==> src/rtl/pipelined_carry_bypass_adder.sv <==
// Pipelined carry-bypass add/subtract unit: the W-bit carry chain is split into STAGES
// register-separated segments of N-bit bypass blocks, with a valid/ready stream handshake.
module pipelined_carry_bypass_adder #(
  parameter int W      = 32,
  parameter int N      = 4,
  parameter int STAGES = 2
) (
  input  logic         clk,
  input  logic         rst_n,
  input  logic         in_valid,
  output logic         in_ready,
  input  logic [W-1:0] a,
  input  logic [W-1:0] b,
  input  logic         cin,
  input  logic         sub,
  output logic         out_valid,
  input  logic         out_ready,
  output logic [W-1:0] sum,
  output logic         cout,
  output logic         ovf
);

  localparam int SEG  = W / STAGES;
  localparam int NBLK = SEG / N;

  // One segment: ripple inside each N-bit block, block carry skips the ripple when all bits propagate.
  function automatic logic [SEG:0] seg_add(input logic [SEG-1:0] x, input logic [SEG-1:0] y,
                                           input logic ci);
    logic [SEG-1:0] s;
    logic c, cb, p, g, pall;
    s = '0;
    c = ci;
    for (int blk = 0; blk < NBLK; blk++) begin
      cb   = c;
      pall = 1'b1;
      for (int i = 0; i < N; i++) begin
        p                = x[blk*N+i] ^ y[blk*N+i];
        g                = x[blk*N+i] & y[blk*N+i];
        s[blk*N+i]       = p ^ cb;
        cb               = g | (p & cb);
        pall             = pall & p;
      end
      c = pall ? c : cb;
    end
    return {c, s};
  endfunction

  logic         advance;
  logic [W-1:0] a_st   [STAGES];
  logic [W-1:0] b_st   [STAGES];
  logic [W-1:0] s_st   [STAGES];
  logic [W-1:0] s_nxt  [STAGES];
  logic         c_st   [STAGES];
  logic         c_nxt  [STAGES];
  logic         vld_st [STAGES];
  logic         ovf_nxt;

  logic [W-1:0] a_p    [STAGES];
  logic [W-1:0] b_p    [STAGES];
  logic [W-1:0] s_p    [STAGES];
  logic         c_p    [STAGES];
  logic         vld_p  [STAGES];

  assign advance  = !out_valid || out_ready;
  assign in_ready = advance;

  always_comb begin
    logic [SEG:0] r;
    r = '0;
    for (int k = 0; k < STAGES; k++) begin
      if (k == 0) begin
        a_st[k]   = a;
        b_st[k]   = sub ? ~b : b;
        s_st[k]   = '0;
        c_st[k]   = sub | cin;
        vld_st[k] = in_valid;
      end else begin
        a_st[k]   = a_p[k];
        b_st[k]   = b_p[k];
        s_st[k]   = s_p[k];
        c_st[k]   = c_p[k];
        vld_st[k] = vld_p[k];
      end
      r                          = seg_add(a_st[k][k*SEG +: SEG], b_st[k][k*SEG +: SEG], c_st[k]);
      s_nxt[k]                   = s_st[k];
      s_nxt[k][k*SEG +: SEG]     = r[SEG-1:0];
      c_nxt[k]                   = r[SEG];
    end
    // Carry into the MSB recovered from its sum bit, then compared with the final carry.
    ovf_nxt = c_nxt[STAGES-1] ^ s_nxt[STAGES-1][W-1] ^ a_st[STAGES-1][W-1] ^ b_st[STAGES-1][W-1];
  end

  // Inter-stage data registers: operands skew along with the pipe, finished sum bits deskew.
  always_ff @(posedge clk) begin
    for (int k = 1; k < STAGES; k++) begin
      if (advance && vld_st[k-1]) begin
        a_p[k] <= a_st[k-1];
        b_p[k] <= b_st[k-1];
        s_p[k] <= s_nxt[k-1];
        c_p[k] <= c_nxt[k-1];
      end
    end
  end

  // Stage valids and the output register.
  always_ff @(posedge clk or negedge rst_n) begin
    if (!rst_n) begin
      for (int k = 1; k < STAGES; k++) vld_p[k] <= 1'b0;
      out_valid <= 1'b0;
      sum       <= '0;
      cout      <= 1'b0;
      ovf       <= 1'b0;
    end else if (advance) begin
      for (int k = 1; k < STAGES; k++) vld_p[k] <= vld_st[k-1];
      out_valid <= vld_st[STAGES-1];
      if (vld_st[STAGES-1]) begin
        sum  <= s_nxt[STAGES-1];
        cout <= c_nxt[STAGES-1];
        ovf  <= ovf_nxt;
      end
    end
  end

endmodule

==> config.mk <==
export PLATFORM = sky130hd
export DESIGN_NAME = pipelined_carry_bypass_adder
export DESIGN_NICKNAME = d
export VERILOG_FILES = /design/src/rtl/pipelined_carry_bypass_adder.sv
export SDC_FILE = /design/constraint.sdc
export NUM_CORES = 1
export LEC_CHECK = 0
export CORE_ASPECT_RATIO = 1.1
export CORE_MARGIN = 3
export CORE_UTILIZATION = 33
export DETAILED_ROUTE_END_ITERATION = 10
export GPL_ROUTABILITY_DRIVEN = 0
export PLACE_DENSITY = 0.7
export RECOVER_POWER = 100
export SYNTH_ARGS = -nofsm -noshare
export SYNTH_HDL_FRONTEND = slang
export SYNTH_SLANG_ARGS = --single-unit
==> constraint.sdc <==
create_clock -name clk -period 8.8 [get_ports clk]
set_input_delay 2.64 -clock clk [delete_from_list [all_inputs] [get_ports clk]]
set_output_delay 2.64 -clock clk [all_outputs]
set_load 0.01 [all_outputs]
==> flow_metrics.env <==
export IMPL_outcome="complete, but fails checks"
export IMPL_failed_checks="max-capacitance violations, max-slew violations, negative setup slack"
export IMPL_synth_warnings=0
export IMPL_diodes=0
export IMPL_setup_ws_ps=-606
export IMPL_numCtsBuffers=9
export IMPL_clk_latency_ps=330
export IMPL_finalCritPeriodShare=1.07
export IMPL_maxCapViolCount=1
export IMPL_first_iter_violations=93
export IMPL_start_util=0.341
export IMPL_cts_htree_levels=3
export IMPL_arrival_ps=9480
export IMPL_synth_top_area_frac=0.323
export IMPL_port_buffers=105
export IMPL_hold_path_class="reg -> reg"
export IMPL_dpl_cell_count=612
export IMPL_vias_per_cell=4.24
export IMPL_grt_antenna_before_repair=0
export IMPL_drt_first_pass_iters=4
export IMPL_routed_wl_mm=8.57
export IMPL_synth_top_area_cell="edfxtp_1"
export IMPL_skew_ps=5.88
export IMPL_vias=2685
export IMPL_hold_viol_final=0
export IMPL_post_route_min_period_ps=9410
export IMPL_clockRootBuffer="clkbuf_16"
export IMPL_dp_hpwl_mm=6.63
export IMPL_die_area_mm2=0.0153
export IMPL_synth_seq_cells=85
export IMPL_yosysSeqAreaShare=0.521
export IMPL_rsz0062_at_grt="yes"
export IMPL_ios=106
export IMPL_ys_types=28
export IMPL_core_area_mm2=0.0134
export IMPL_total_leakage_power_nw=2.68
export IMPL_syn_nets=449
export IMPL_ys_flop_type="edfxtp_1"
export IMPL_drv_slew=37
export IMPL_syn_area_per_cell_um2=14.5
export IMPL_crit_path_end_kind="register"
export IMPL_synth_edff_count=49
export IMPL_die_h_um=129
export IMPL_ir_worst_vdd_uv=89.1
export IMPL_crit_fanout=2
export IMPL_p_total_mw=1.32
export IMPL_clock_path_buffers=2
export IMPL_hold_start="s_p[1][0]"
export IMPL_row_count=44
export IMPL_pre_cts_ws_ps=-1370
export IMPL_async_flop_share=0.424
export IMPL_cts_tree="done"
export IMPL_worst_setup_path_start_kind="input port"
export IMPL_grt_pass1_wl_mm=13.7
export IMPL_worstMarginPinSlew_ps=2030
export IMPL_drcViolationCount=0
export IMPL_grt_use_total=0.115
export IMPL_cp_required_ps=8870
export IMPL_globalRoute_totalOverflow=0
export IMPL_dieWidth_um=118
export IMPL_critPathLaunch="b[0]"
export IMPL_netlist_area_mm2=0.00456
export IMPL_fmax_ghz=0.106
export IMPL_nets=579
export IMPL_area_growth_pct=39.8
export IMPL_reg2reg_from="c_p[1]"
export IMPL_final_setup_tns_ps=-1370
export IMPL_synthTopCellsByArea="edfxtp_1, dfrtp_1, fa_1, ha_1, mux2_2"
export IMPL_clk_pin_slew_worst_paths_ps=60
export IMPL_finalSetupViolCount=4
export IMPL_slew_headroom=-0.354
export IMPL_final_cells=634
export IMPL_power_density_mw_per_mm2=208
export IMPL_grt_pass1_vias=2863
export IMPL_setup_worst_path_class="in -> reg"
export IMPL_cts_sinks=85
export IMPL_drive_above_1_share=0.260
export IMPL_grt_max_degree=50
export IMPL_wl_per_cell_um=13.5
export IMPL_ant_nets=0
export IMPL_syn_inst=315
-- sequential cells by signal, indices dropped and copies added (netlist names) --
name / count
out_valid: 1
b_p: 16
c_p: 1
sum: 32
cout: 1
s_p: 16
a_p: 16
vld_p: 1
ovf: 1
-- cell type report --
cell class,count,area [um2]
Sequential cell,85,2370
Fill cell,1185,7010
Multi-Input combinational cell,169,2080
Inverter,53,199
Timing Repair Buffer,127,1210
Tap cell,184,230
Clock buffer,12,246
Clock inverter,4,25.0
-- routing by layer --
metal  vias up  track usage  share of wire
li1       1280            -              -
met3         7       0.0236          0.039
met4         0       0.0434          0.012
met5         -            0              0
met1      1335        0.124           0.39
met2        63        0.224           0.56
-- power breakdown --
group	total, mW	switching [mW]	internal, mW
clock network	0.341	0.143	0.198
logic	0.417	0.170	0.247
registers	0.565	0.0456	0.519
total	1.32	0.359	0.965
-- critical path, cell delays in order --
cell,delay [ps]
buf_6,90
xor2_2,170
inv_2,60
fa_2,390
fa_2,360
fa_2,350
fa_2,330
mux2_4,280
fa_2,360
fa_2,350
fa_2,350
fa_2,330
mux2_4,280
fa_2,370
fa_2,350
fa_2,350
fa_2,330
mux2_4,280
fa_2,340
fa_2,350
fa_2,350
inv_2,60
fa_1,370
-- cell usage in the layout (no fill, tap or decap), types with 2 or more instances in the layout --
cell / synthesis / routed
buf_4: 1 / 22
buf_6: 0 / 2
clkbuf_1: 1 / 3
clkbuf_16: 0 / 9
clkdlybuf4s50_1: 0 / 82
clkinv_2: 0 / 2
clkinvlp_4: 0 / 2
dfrtp_1: 36 / 36
dlygate4sd3_1: 0 / 17
edfxtp_1: 49 / 49
fa_1: 32 / 4
fa_2: 0 / 28
ha_1: 32 / 32
inv_1: 53 / 48
inv_2: 0 / 5
mux2_2: 35 / 31
mux2_4: 0 / 4
nand2_1: 6 / 5
nand2b_1: 2 / 2
nand4_1: 9 / 9
nor2_1: 4 / 3
nor2_2: 1 / 2
o21ai_0: 3 / 3
xnor2_2: 0 / 2
xor2_1: 32 / 30
xor2_2: 0 / 2
-- cells by family after synthesis --
| family | synth area share |
|---|---|
| compound gates | 0.0135 |
| xor+xnor | 0.0653 |
| fa+ha+maj | 0.228 |
| buf+inv | 0.0527 |
| flops | 0.521 |
| mux | 0.0865 |
| simple gates | 0.0329 |
-- synth_stat cells (all sizes together), types with 4 or more instances --
cell,n
buf,7
dfrtp,36
edfxtp,49
fa,32
ha,32
inv,53
mux2,35
nand2,6
nand4,9
nor2,5
o21ai,4
xor2,32
-- worst paths after layout --
kind / end / slack, ps / depth (start not counted)
setup reg to reg: ovf / 330 / 29
min in group asynchronous: sum[30] / 2890 / 1
hold / removal: sum[0] / 470 / 1
hold reg to reg: sum[0] / 470 / 1
setup / recovery: s_p[1][15] / -610 / 23
max in group asynchronous: sum[2] / 4740 / 1
-- repair_timing --
item | 4_1_cts | 5_1_grt
gates resized for setup | 18 | 14
pin swaps | 19 | 23
setup buffers | 3 | 3
hold buffers | 0 | 0
endpoints found under the setup margin | 6 | 6
endpoints found under the hold margin | 0 | 0
-- through the flow --
step	hold WS [ps]	cell area, um2	utilization
2_1_floorplan	453	4640	-
3_3_place_gp	458	5970	0.446
3_5_place_dp	466	5970	0.446
4_1_cts	475	6300	0.471
5_1_grt	491	6370	0.476
6_report	469	6370	0.476
No activity file was read; power rests on OpenSTA's default activity.
